## config.mk

```make
export PLATFORM = sky130hd
export DESIGN_NAME = ram_arbiter
export DESIGN_NICKNAME = d
export VERILOG_FILES = /design/src/rtl/asm18_mem_pkg.sv /design/src/rtl/ram_arb_pick2.sv /design/src/rtl/ram_arbiter.sv
export SDC_FILE = /design/constraint.sdc
export NUM_CORES = 1
export LEC_CHECK = 0
export ABC_AREA = 1
export CAP_MARGIN = 30
export CORE_UTILIZATION = 32
export CTS_CLUSTER_DIAMETER = 120
export DETAILED_ROUTE_END_ITERATION = 16
export PLACE_DENSITY_LB_ADDON = 0.12
export SLEW_MARGIN = 20
export SYNTH_ARGS = -nofsm -noshare
export SYNTH_HDL_FRONTEND = slang
export SYNTH_SLANG_ARGS = --single-unit
export TNS_END_PERCENT = 20
```

## constraint.sdc

```tcl
create_clock -name clock -period 1.1 [get_ports clock]
set_input_delay 0.275 -clock clock [delete_from_list [all_inputs] [get_ports clock]]
set_output_delay 0.275 -clock clock [all_outputs]
set_load 0.01 [all_outputs]
```

## src/rtl/asm18_mem_pkg.sv

```systemverilog
// Shared types and defaults for the asm18 memory subsystem.
package asm18_mem_pkg;
  typedef logic port_id_t;

  localparam port_id_t PORT_CPU = 1'b0;
  localparam port_id_t PORT_DMA = 1'b1;

  localparam int DEF_ADDR_SIZE = 18;
  localparam int DEF_WORD_SIZE = 18;
endpackage

```

## src/rtl/ram_arb_pick2.sv

```systemverilog
// Combinational 2-way picker: lone requester wins, contention goes to the
// port that did not win last (or always port 0 when fixed).
module ram_arb_pick2
  import asm18_mem_pkg::*;
(
  input  logic [1:0] req,
  input  port_id_t   last_win,
  input  logic       fixed,
  output logic [1:0] gnt
);

  always_comb begin
    gnt = req;
    if (req == 2'b11)
      gnt = (fixed || last_win == PORT_DMA) ? 2'b01 : 2'b10;
  end

endmodule

```

## src/rtl/ram_arbiter.sv

```systemverilog
// Two-port arbiter in front of a single-port synchronous RAM with a
// one-cycle read return path and per-port read-data hold registers.
module ram_arbiter
  import asm18_mem_pkg::*;
#(
  parameter int ADDR_SIZE      = DEF_ADDR_SIZE,
  parameter int WORD_SIZE      = DEF_WORD_SIZE,
  parameter int FIXED_PRIORITY = 0
) (
  input  logic                 clock,
  input  logic                 reset,
  input  logic                 req0,
  input  logic                 we0,
  input  logic [ADDR_SIZE-1:0] addr0,
  input  logic [WORD_SIZE-1:0] din0,
  output logic                 gnt0,
  output logic                 rvalid0,
  output logic [WORD_SIZE-1:0] dout0,
  input  logic                 req1,
  input  logic                 we1,
  input  logic [ADDR_SIZE-1:0] addr1,
  input  logic [WORD_SIZE-1:0] din1,
  output logic                 gnt1,
  output logic                 rvalid1,
  output logic [WORD_SIZE-1:0] dout1,
  output logic                 ram_we,
  output logic [ADDR_SIZE-1:0] ram_addr,
  output logic [WORD_SIZE-1:0] ram_din,
  input  logic [WORD_SIZE-1:0] ram_dout
);

  logic [1:0]           pick;
  port_id_t             last_win;
  port_id_t             rd_port;
  logic                 rd_pend;
  logic                 rd_go;
  logic [WORD_SIZE-1:0] hold0;
  logic [WORD_SIZE-1:0] hold1;

  ram_arb_pick2 u_pick (
    .req      ({req1, req0}),
    .last_win (last_win),
    .fixed    (FIXED_PRIORITY != 0),
    .gnt      (pick)
  );

  assign gnt0 = pick[0] & ~reset;
  assign gnt1 = pick[1] & ~reset;

  // Idle cycles leave the address/data bus parked on port 0.
  assign ram_we   = (gnt0 & we0) | (gnt1 & we1);
  assign ram_addr = gnt1 ? addr1 : addr0;
  assign ram_din  = gnt1 ? din1  : din0;

  assign rd_go = (gnt0 & ~we0) | (gnt1 & ~we1);

  // Returning data bypasses the hold register so dout is valid with rvalid.
  assign rvalid0 = rd_pend & ~reset & (rd_port == PORT_CPU);
  assign rvalid1 = rd_pend & ~reset & (rd_port == PORT_DMA);
  assign dout0   = rvalid0 ? ram_dout : hold0;
  assign dout1   = rvalid1 ? ram_dout : hold1;

  always_ff @(posedge clock) begin
    if (reset) begin
      last_win <= PORT_DMA;
      rd_pend  <= 1'b0;
      rd_port  <= PORT_CPU;
      hold0    <= '0;
      hold1    <= '0;
    end else begin
      if (gnt0 | gnt1)
        last_win <= gnt1 ? PORT_DMA : PORT_CPU;
      rd_pend <= rd_go;
      if (rd_go)
        rd_port <= gnt1 ? PORT_DMA : PORT_CPU;
      if (rvalid0)
        hold0 <= ram_dout;
      if (rvalid1)
        hold1 <= ram_dout;
    end
  end

endmodule

```

==> run metrics <==
Psw=roughly 1200 uW; Top delay family on crit path=buffers and inverters; Internal=about 3000 uW; layout cells sized above 1=0.478; worst skew pair latency=just under 0.3 ns; Sw Share=0.284; measured slew at the worst slew-check pin=0.390 ns; Die H=about 90 um; via count=roughly 3,000; slew margin rel.=0.740; hold slack final=a little under 0.4 ns; CTS root buffer=clkbuf_8; Post-route DRC=0; Final Non-Filler Cells=roughly 690; worst setup margin=-0.670 ns; setup violators final=99; Top-Level Pins=173; arrival time at the worst endpoint=approximately 1.5 ns; Final Max Tran Viols=0; chip width=~90 um; Wirelength per Cell=~12 um; Diodes inserted=0; Final Routed Wirelength=approximately 8600 um; total of max-cap violations=0; unrepaired setup endpoints after global routing=yes; sequential share of power=0.350; status=finished, violations left; area grow syn2layout=105%; Max FO, Critical Path=20; post-route design area=about 5000 sq um; dpl hpwl=a little under 6000 um; crit path cell chain=inv_2, nor2_4, nand2_4, buf_12, o21ai_2, inv_1, dlygate4sd2_1; Ys Warns=0; initial antenna violation count=0; peak supply drop=between 500 and 600 uV; largest net degree at the start of global routing=25; hold violation total from the final report=0; clk sink count=39; first-pass GRT wire length=12,000 um; Inst Count DP=~670; Period minus WS final=1.77 ns; Mapped Nets=469; nets=690; kind of end point of the critical path=output port; Die Footprint=between 8000 and 9000 sq um; Worst Hold Class=in2reg; clock share of power=0.269; final period utilization=1.61; Total Power=4230 uW; total track usage=0.194; CTS tree=built; GR Overflow Total=0; antenna viol nets, final=0; Placer Congestion=~0.7; CP Buf/Inv Count=4; Iteration-0 DRC Markers=a little under 60; clk_skew=0.00713 ns; mean post-synth cell area=roughly 6.6 sq um; Starting Density=0.335; fill cell count=between 600 and 700; critical path required time=0.82 ns; #FFs+latches synth=39; kind of critical path=reg2out; vias in the first global route=2,632; critical path startpoint category=register; IO Port Bufs=172; Combinational Power Share=0.381; Worst-path clk slew=0.07 ns; total CTS buffers=5; Distinct cells, synth=18; LEAKAGE=between 0.002 and 0.003 uW; synthesized cell area=about 2500 sq um; Row Count=31; CTS max path bufs=2; DP Area=approximately 4600 sq um; Max Fclk=roughly 570 MHz; Mapped Cells=about 370; first-pass iteration count of the detailed router=4; H-tree Lvls=2; sequential share of the synthesized area=0.318; CP max stage delay=between 0.3 and 0.4 ns; pwr/cell area=approximately 840 nW/um^2; Core ar.=~7300 sq um; violated checks=negative setup slack; vias per cell=about 4.3; Slowest-stage cell, CP=dfxtp_2
-- repair_timing --
action / 4_1_cts / 5_1_grt
gates resized for setup: 298 / 85
pin swaps: 11 / 15
hold buffers: 0 / 0
gates cloned: 6 / 0
setup endpoints to repair: 99 / 111
setup buffers: 11 / 3
endpoints found under the hold margin: 0 / 0
-- placed cells by master (no fill, tap or decap), drive strengths merged --
| cell type | instances |
|---|---|
| buf | 113 |
| bufinv | 1 |
| clkbuf | 15 |
| clkdlybuf4s15 | 8 |
| clkdlybuf4s50 | 92 |
| dfxtp | 39 |
| dlygate4sd2 | 9 |
| inv | 85 |
| nand2 | 152 |
| nand3 | 3 |
| nand4 | 1 |
| nor2 | 38 |
| o211ai | 1 |
| o21ai | 36 |
| o22ai | 1 |
-- layer usage --
| metal | track usage | wire length [um] | vias to the layer above |
|---|---|---|---|
| met1 | 0.239 | 3390 | 1339 |
| li1 | - | - | 1514 |
| met4 | 0.0606 | 172 | 0 |
| met5 | 0 | 0 | - |
| met3 | 0.0420 | 405 | 13 |
| met2 | 0.337 | 4610 | 85 |
-- worst paths after layout --
check | from | cells past startpoint | to | slack, ns
min | req0 | 2 | last_win$_SDFFE_PP1P_ | 0.39
max | rd_pend$_SDFF_PP0_ | 7 | dout0[0] | -0.67
max reg2reg | rd_pend$_SDFF_PP0_ | 7 | hold0[12]$_SDFF_PP0_ | -0.07
min reg2reg | hold0[2]$_SDFF_PP0_ | 4 | hold0[2]$_SDFF_PP0_ | 0.53
-- cells in the mapped netlist --
master    instances  share of area
buf_4             4          0.012
nand2_1         128           0.20
nand3_1           2         0.0041
o211ai_1          1         0.0031
nand3_2           1         0.0041
inv_1            83           0.13
buf_6             9          0.041
inv_2             2         0.0031
o22ai_1           1         0.0026
nand4_1           1         0.0026
nand2_4           2         0.0092
nor2_4            1         0.0046
dfxtp_1          39           0.32
nor2_2           23          0.059
nor2_1           14          0.021
nand2_2          22          0.056
o21ai_2          36           0.13
buf_2             4         0.0082
-- sequential cells by signal, indices dropped and copies added (netlist names) --
signal and flops:
hold0 18, hold1 18, last_win 1, rd_pend 1, rd_port 1
-- per-stage QoR --
stage / utilization / setup WS [ns] / TNS [ns]
6_report: 0.687 / -0.670 / -43.28
5_1_grt: 0.687 / -0.757 / -50.58
4_1_cts: 0.659 / -0.715 / -46.88
3_5_place_dp: 0.622 / -1.09 / -73.19
3_3_place_gp: 0.622 / -1.07 / -71.00
2_1_floorplan: - / -0.117 / -5.45
-- power groups by stage --
stage	Sequential [uW]	Combinational (uW)	Clock (uW)
detailed placement	1510	1480	0
finish	1480	1610	1140
floorplan	1510	563	0
global placement	1510	1470	0
global route	1480	1740	1260
CTS	1480	1500	1180
-- final cells by class --
cell class | count | area, sq um | area share
Clock buffer | 6 | 72.6 | 0.0144
Clock inverter | 1 | 30.0 | 0.00597
Inverter | 85 | 322 | 0.0639
Multi-Input combinational cell | 232 | 1450 | 0.289
Sequential cell | 39 | 785 | 0.156
Tap cell | 99 | 124 | 0.0246
Timing Repair Buffer | 231 | 2250 | 0.447
-- logic make-up after synthesis --
group | Yosys count | synth area share
buf+inv | 102 | 0.192
compound gates | 38 | 0.134
simple gates | 194 | 0.356
flops | 39 | 0.318
(Power assumes the default switching activity.)
